File: src/rtl/mask_centroid.sv
// mask_centroid: per-frame foreground centroid of a binary mask stream.
// Accumulates count and x/y sums while video is active. In vertical blanking
// a shared restoring divider computes the floor centroid, and the passed-through
// video gets a red crosshair drawn at the last valid centroid.
module mask_centroid #(
  parameter  int IMG_W = 1280,
  parameter  int IMG_H = 720,
  localparam int XW    = $clog2(IMG_W),
  localparam int YW    = $clog2(IMG_H)
) (
  input  logic          clk,
  input  logic          rst_n,
  input  logic          de,
  input  logic          h_sync,
  input  logic          v_sync,
  input  logic [23:0]   pixel_in,
  output logic          de_out,
  output logic          h_sync_out,
  output logic          v_sync_out,
  output logic [23:0]   pixel_out,
  output logic [XW-1:0] x_c,
  output logic [YW-1:0] y_c,
  output logic          found,
  output logic          valid
);

  typedef enum logic [1:0] {ACC, DIV_X, DIV_Y, DONE} state_t;

  // video delay line and position of the delayed pixel
  logic          de_q, hs_q, vs_q;
  logic [23:0]   pix_q;
  logic [XW-1:0] xd_q;
  logic [YW-1:0] yd_q;
  // position counters and accumulators
  logic [XW-1:0] x_q, x_d;
  logic [YW-1:0] y_q, y_d;
  logic [31:0]   cnt_q, cnt_d, sx_q, sx_d, sy_q, sy_d;
  // FSM, divider and result registers
  state_t        st_q, st_d;
  logic [31:0]   den_q, den_d, dvd_q, dvd_d, rem_q, rem_d, syl_q, syl_d;
  logic [4:0]    bit_q, bit_d;
  logic [XW-1:0] qx_q, qx_d, xc_q, xc_d;
  logic [YW-1:0] yc_q, yc_d;
  logic          fnx_q, fnx_d, found_q, found_d, valid_q, valid_d;

  logic          frame_end, fg;
  logic [32:0]   rem_sh;
  logic [31:0]   rem_nx, dvd_nx;
  logic          ge;

  assign frame_end = v_sync && !vs_q;
  assign fg        = de && (pixel_in[7:0] != 8'd0);

  // position counters and foreground accumulators (cleared at frame end)
  always_comb begin
    x_d   = x_q;
    y_d   = y_q;
    cnt_d = cnt_q;
    sx_d  = sx_q;
    sy_d  = sy_q;
    if (v_sync) begin
      x_d = '0;
      y_d = '0;
    end else if (de) begin
      x_d = x_q + XW'(1);
    end else if (de_q) begin
      x_d = '0;
      y_d = y_q + YW'(1);
    end
    if (frame_end) begin
      cnt_d = '0;
      sx_d  = '0;
      sy_d  = '0;
    end else if (fg) begin
      cnt_d = cnt_q + 32'd1;
      sx_d  = sx_q + 32'(x_q);
      sy_d  = sy_q + 32'(y_q);
    end
  end

  // one restoring-division step: shift in next dividend bit, subtract if it fits
  always_comb begin
    rem_sh = {rem_q, dvd_q[31]};
    ge     = rem_sh >= {1'b0, den_q};
    rem_nx = ge ? (rem_sh[31:0] - den_q) : rem_sh[31:0];
    dvd_nx = {dvd_q[30:0], ge};
  end

  // FSM next state: latch sums at frame end, divide x then y, publish result
  always_comb begin
    st_d    = st_q;
    den_d   = den_q;
    dvd_d   = dvd_q;
    rem_d   = rem_q;
    syl_d   = syl_q;
    bit_d   = bit_q;
    qx_d    = qx_q;
    fnx_d   = fnx_q;
    xc_d    = xc_q;
    yc_d    = yc_q;
    found_d = found_q;
    valid_d = 1'b0;
    case (st_q)
      ACC: if (frame_end) begin
        den_d = cnt_q;
        dvd_d = sx_q;
        syl_d = sy_q;
        rem_d = '0;
        bit_d = '0;
        if (cnt_q != 32'd0) st_d = DIV_X;
        else begin
          st_d  = DONE;
          fnx_d = 1'b0;
        end
      end
      DIV_X: begin
        rem_d = rem_nx;
        dvd_d = dvd_nx;
        bit_d = bit_q + 5'd1;
        if (bit_q == 5'd31) begin
          // quotient complete: keep x, reload the divider with sum_y
          qx_d  = dvd_nx[XW-1:0];
          dvd_d = syl_q;
          rem_d = '0;
          st_d  = DIV_Y;
        end
      end
      DIV_Y: begin
        rem_d = rem_nx;
        dvd_d = dvd_nx;
        bit_d = bit_q + 5'd1;
        if (bit_q == 5'd31) begin
          st_d  = DONE;
          fnx_d = 1'b1;
        end
      end
      DONE: begin
        found_d = fnx_q;
        if (fnx_q) begin
          xc_d = qx_q;
          yc_d = dvd_q[YW-1:0];
        end
        valid_d = 1'b1;
        st_d    = ACC;
      end
      default: st_d = ACC;
    endcase
  end

  // video delay, counters and accumulators
  always_ff @(posedge clk or negedge rst_n) begin
    if (!rst_n) begin
      de_q  <= 1'b0;
      hs_q  <= 1'b0;
      vs_q  <= 1'b0;
      pix_q <= '0;
      xd_q  <= '0;
      yd_q  <= '0;
      x_q   <= '0;
      y_q   <= '0;
      cnt_q <= '0;
      sx_q  <= '0;
      sy_q  <= '0;
    end else begin
      de_q  <= de;
      hs_q  <= h_sync;
      vs_q  <= v_sync;
      pix_q <= pixel_in;
      xd_q  <= x_q;
      yd_q  <= y_q;
      x_q   <= x_d;
      y_q   <= y_d;
      cnt_q <= cnt_d;
      sx_q  <= sx_d;
      sy_q  <= sy_d;
    end
  end

  // FSM, divider and registered results
  always_ff @(posedge clk or negedge rst_n) begin
    if (!rst_n) begin
      st_q    <= ACC;
      den_q   <= '0;
      dvd_q   <= '0;
      rem_q   <= '0;
      syl_q   <= '0;
      bit_q   <= '0;
      qx_q    <= '0;
      fnx_q   <= 1'b0;
      xc_q    <= '0;
      yc_q    <= '0;
      found_q <= 1'b0;
      valid_q <= 1'b0;
    end else begin
      st_q    <= st_d;
      den_q   <= den_d;
      dvd_q   <= dvd_d;
      rem_q   <= rem_d;
      syl_q   <= syl_d;
      bit_q   <= bit_d;
      qx_q    <= qx_d;
      fnx_q   <= fnx_d;
      xc_q    <= xc_d;
      yc_q    <= yc_d;
      found_q <= found_d;
      valid_q <= valid_d;
    end
  end

  assign de_out     = de_q;
  assign h_sync_out = hs_q;
  assign v_sync_out = vs_q;
  assign pixel_out  = (found_q && de_q && (xd_q == xc_q || yd_q == yc_q)) ? 24'hFF0000 : pix_q;
  assign x_c        = xc_q;
  assign y_c        = yc_q;
  assign found      = found_q;
  assign valid      = valid_q;

endmodule
File: config.mk
export PLATFORM = sky130hd
export DESIGN_NAME = mask_centroid
export DESIGN_NICKNAME = d
export VERILOG_FILES = /design/src/rtl/mask_centroid.sv
export SDC_FILE = /design/constraint.sdc
export NUM_CORES = 1
export LEC_CHECK = 0
export BUFFER_PORTS_ARGS = -buffer_cell sky130_fd_sc_hd__buf_2
export CORE_MARGIN = 2
export CORE_UTILIZATION = 65
export DETAILED_ROUTE_END_ITERATION = 8
export HOLD_SLACK_MARGIN = 0.02
export PLACE_DENSITY_LB_ADDON = 0.08
export RECOVER_POWER = 25
export SETUP_SLACK_MARGIN = 0.02
export SLEW_MARGIN = 25
export SYNTH_ARGS = -nofsm -noshare
export SYNTH_HDL_FRONTEND = slang
export SYNTH_SLANG_ARGS = --single-unit
File: constraint.sdc
create_clock -name clk -period 4.25 [get_ports clk]
set_input_delay 0.425 -clock clk [delete_from_list [all_inputs] [get_ports clk]]
set_output_delay 0.425 -clock clk [all_outputs]
set_load 0.01 [all_outputs]
==> out/metrics.yaml <==
drtPass1Iterations: 7
cap_violations: 1
die_x_microns: 167.1
drtIter0Drc: 919
cts_inserted_buffers: 37
path_max_fanout: 18
crit_buf_inv: 0
cp-start-kind: "flop"
first_global_vias: 13610
crit_path_max_incr_delay_ps: 550
placedInstanceArea_sq_um: 17990
synth_ff_type: "dfrtp_1"
crit_slowest_cell: "or4b_1"
p_leak_nw: 9.004
final_cells: 2212
synth_xor_area_share_pct: 6.127
syn_area_per_cell_sq_um: 9.789
setup.worst_path.class: "reg -> reg"
synth_compound_area_share_pct: 13.90
path_clk_slew_ps: 60
antenna_cells: 0
p_total_mw: 6.679
drc: 0
start_util_pct: 66.38
ys_ff_latch: 335
fp.dieH_microns: 167.1
place_inst: 2122
cts_setup_buffers: 0
finalWorstSetupSlack_ps: 924.2
hold_ws_ps: 47.06
crit_family: "simple AND/OR/NAND/NOR gates"
p_per_area_nw_per_um2: 344.2
synth-simple-area-share_pct: 15.55
num_rows: 59
place_ws_ps: 977.7
ant_nets: 0
vias: 13220
grt_usage_pct: 29.35
status: "finished, violations left"
yosysSeqAreaShare_pct: 48.47
grt_max_degree: 104
post-route-period-util_pct: 78.25
cp_common_cell: "nand2_1"
dieArea_sq_um: 27930
grt_pass1_wl_microns: 67540
cts_resized: 0
cts_tree: "yes"
clock_latency_ps: 530
min_period_ps: 3326
finClkSkew_ps: 17.38
htreeDepth: 2
ys_warn_count: 0
rsz0062_at_grt: "no"
synth-adder-area-share_pct: 5.049
clock.fmax_mhz: 300.7
viasPerCell: 5.975
failed_checks: "max-capacitance violations, max-slew violations"
synth_enable_flop_cells: 0
slew_headroom_pct: -75.13
hold_path_class: "in -> reg"
synth_top_family_by_area: "simple AND/OR/NAND/NOR gates"
syn-num-nets: 1864
yosys-mux-area-fraction_pct: 7.393
cp-end-kind: "flop"
syn2layout_area_growth_pct: 12.19
tns_ps: 0
max_slew.worst_pin.slew_ps: 2627
ios: 79
routed_wl_microns: 39880
hold_buffers: 25
finish.utilization_pct: 74.47
place.gp.congestion: 0.8834
slew_violations: 102
hpwl_microns: 26080
antenna_found_initial: 0
arrival_ps: 3770
grt-ovfl-total: 0
final_nets: 1948
final_area_sq_um: 19400
ys_types: 79
irDropWorstVdd_v: 0.0003355
synthArstFlopShare_pct: 100.0
path_cells: "ha_1 -> and3_1 -> nand2_1 -> nor3_1 -> o2111ai_1 -> nand2_1 -> a21oi_1 -> o21a_2 -> or4b_1 -> nand4_1"
cts.sinks: 335
io_buffers: 78
layout-drive-gt1-share_pct: 13.32
cp_data_required_time_ps: 4700
clock-root-buffer: "clkbuf_16"
synth_area_sq_um: 17300
final_common_cell: "dfrtp_1"
coreArea_sq_um: 26060
cts_buffer_depth: 3
synthCells: 1767
final_cell_mix: "dfrtp_1, nand2_1, a21oi_1"
wl_per_cell_microns: 18.03
hold_viol_final: 0
finalSetupViolations: 0
-- metal layers --
metal  global-route usage, %  up-vias  routed length [microns]
li1                        -     6332                        -
met1                   39.01     6550                    17360
met2                   50.81      260                    20160
met3                   3.191       74                     1368
met4                   9.633        0                      979
met5                       0        -                        0
-- synthesized netlist by cell type, drive strengths merged (6+ instances only) --
| library cell | count | area [sq um] |
|---|---|---|
| nand2 | 209 | 792.0 |
| mux2 | 86 | 968.4 |
| a31oi | 9 | 56.30 |
| or3 | 19 | 131.4 |
| nor3b | 7 | 52.55 |
| or2 | 11 | 68.82 |
| a21o | 19 | 142.6 |
| nor3 | 22 | 121.4 |
| clkbuf | 68 | 285.3 |
| dfrtp | 335 | 8383 |
| mux2i | 31 | 310.3 |
| ha | 65 | 813.3 |
| inv | 68 | 255.2 |
| and3 | 25 | 162.7 |
| xor2 | 56 | 490.5 |
| o21ai | 132 | 660.6 |
| nor2b | 24 | 150.1 |
| o211ai | 6 | 45.04 |
| xnor2 | 65 | 569.3 |
| a211oi | 7 | 52.55 |
| nand2b | 10 | 70.06 |
| o31ai | 7 | 52.55 |
| a21oi | 163 | 815.8 |
| buf | 12 | 68.82 |
| and4 | 6 | 55.05 |
| nand4 | 14 | 93.84 |
| o21a | 16 | 121.4 |
| nor2 | 141 | 531.8 |
| nor4 | 12 | 75.07 |
| and2 | 6 | 40.04 |
| nand3 | 51 | 255.2 |
| a32oi | 7 | 61.31 |
| o21bai | 9 | 67.56 |
-- flip-flops by register name, summed over array words and instances (netlist names), 2 cells and up --
name / flops
xd_q: 11
pix_q: 24
yd_q: 10
dvd_q: 32
y_q: 10
cnt_q: 32
qx_q: 11
x_q: 11
bit_q: 5
den_q: 32
x_c: 11
rem_q: 32
st_q: 2
syl_q: 32
sy_q: 32
sx_q: 32
y_c: 10
-- area by class of cell --
type | count | area [sq um]
flip-flops and latches | 335 | 8383
fillers | 1897 | 6654
clock buffers | 53 | 1087
repair buffers | 125 | 809.5
clock inverters | 12 | 121.4
inverters | 68 | 255.2
multi-input cells | 1284 | 8329
well taps | 335 | 419.2
-- report_power, final --
part | internal, mW | switching (mW) | leakage (nW) | total, mW
clock | 1.85 | 1.29 | 0.597 | 3.14
combinational | 0.0942 | 0.177 | 4.04 | 0.271
sequential | 3.23 | 0.0357 | 4.37 | 3.26
total | 5.18 | 1.50 | 9.00 | 6.68
-- cells by family (layout without fill, tap and decap cells) --
family                     count (synthesis)  count (layout)
and+or+nand+nor                          568             568
AOI/OAI and AO/OA                        410             410
DFF                                      335             335
buffers and inverters                    148             258
xor gates and xnor gates                 121             121
muxes                                    117             117
adders and majority gates                 68              68
-- final timing paths --
kind,from,end,slack [ps],depth (start not counted)
setup / recovery,rem_q[23],rem_q[30],920,10
hold reg to reg,syl_q[21],syl_q[21],480,2
min in group asynchronous,rst_n,pix_q[14],1280,2
hold / removal,pixel_in[2],pix_q[2],50,1
setup reg to reg,rem_q[23],rem_q[30],920,10
max in group asynchronous,rst_n,dvd_q[2],1360,3
Note: power is estimated with default switching activity, not from simulation.
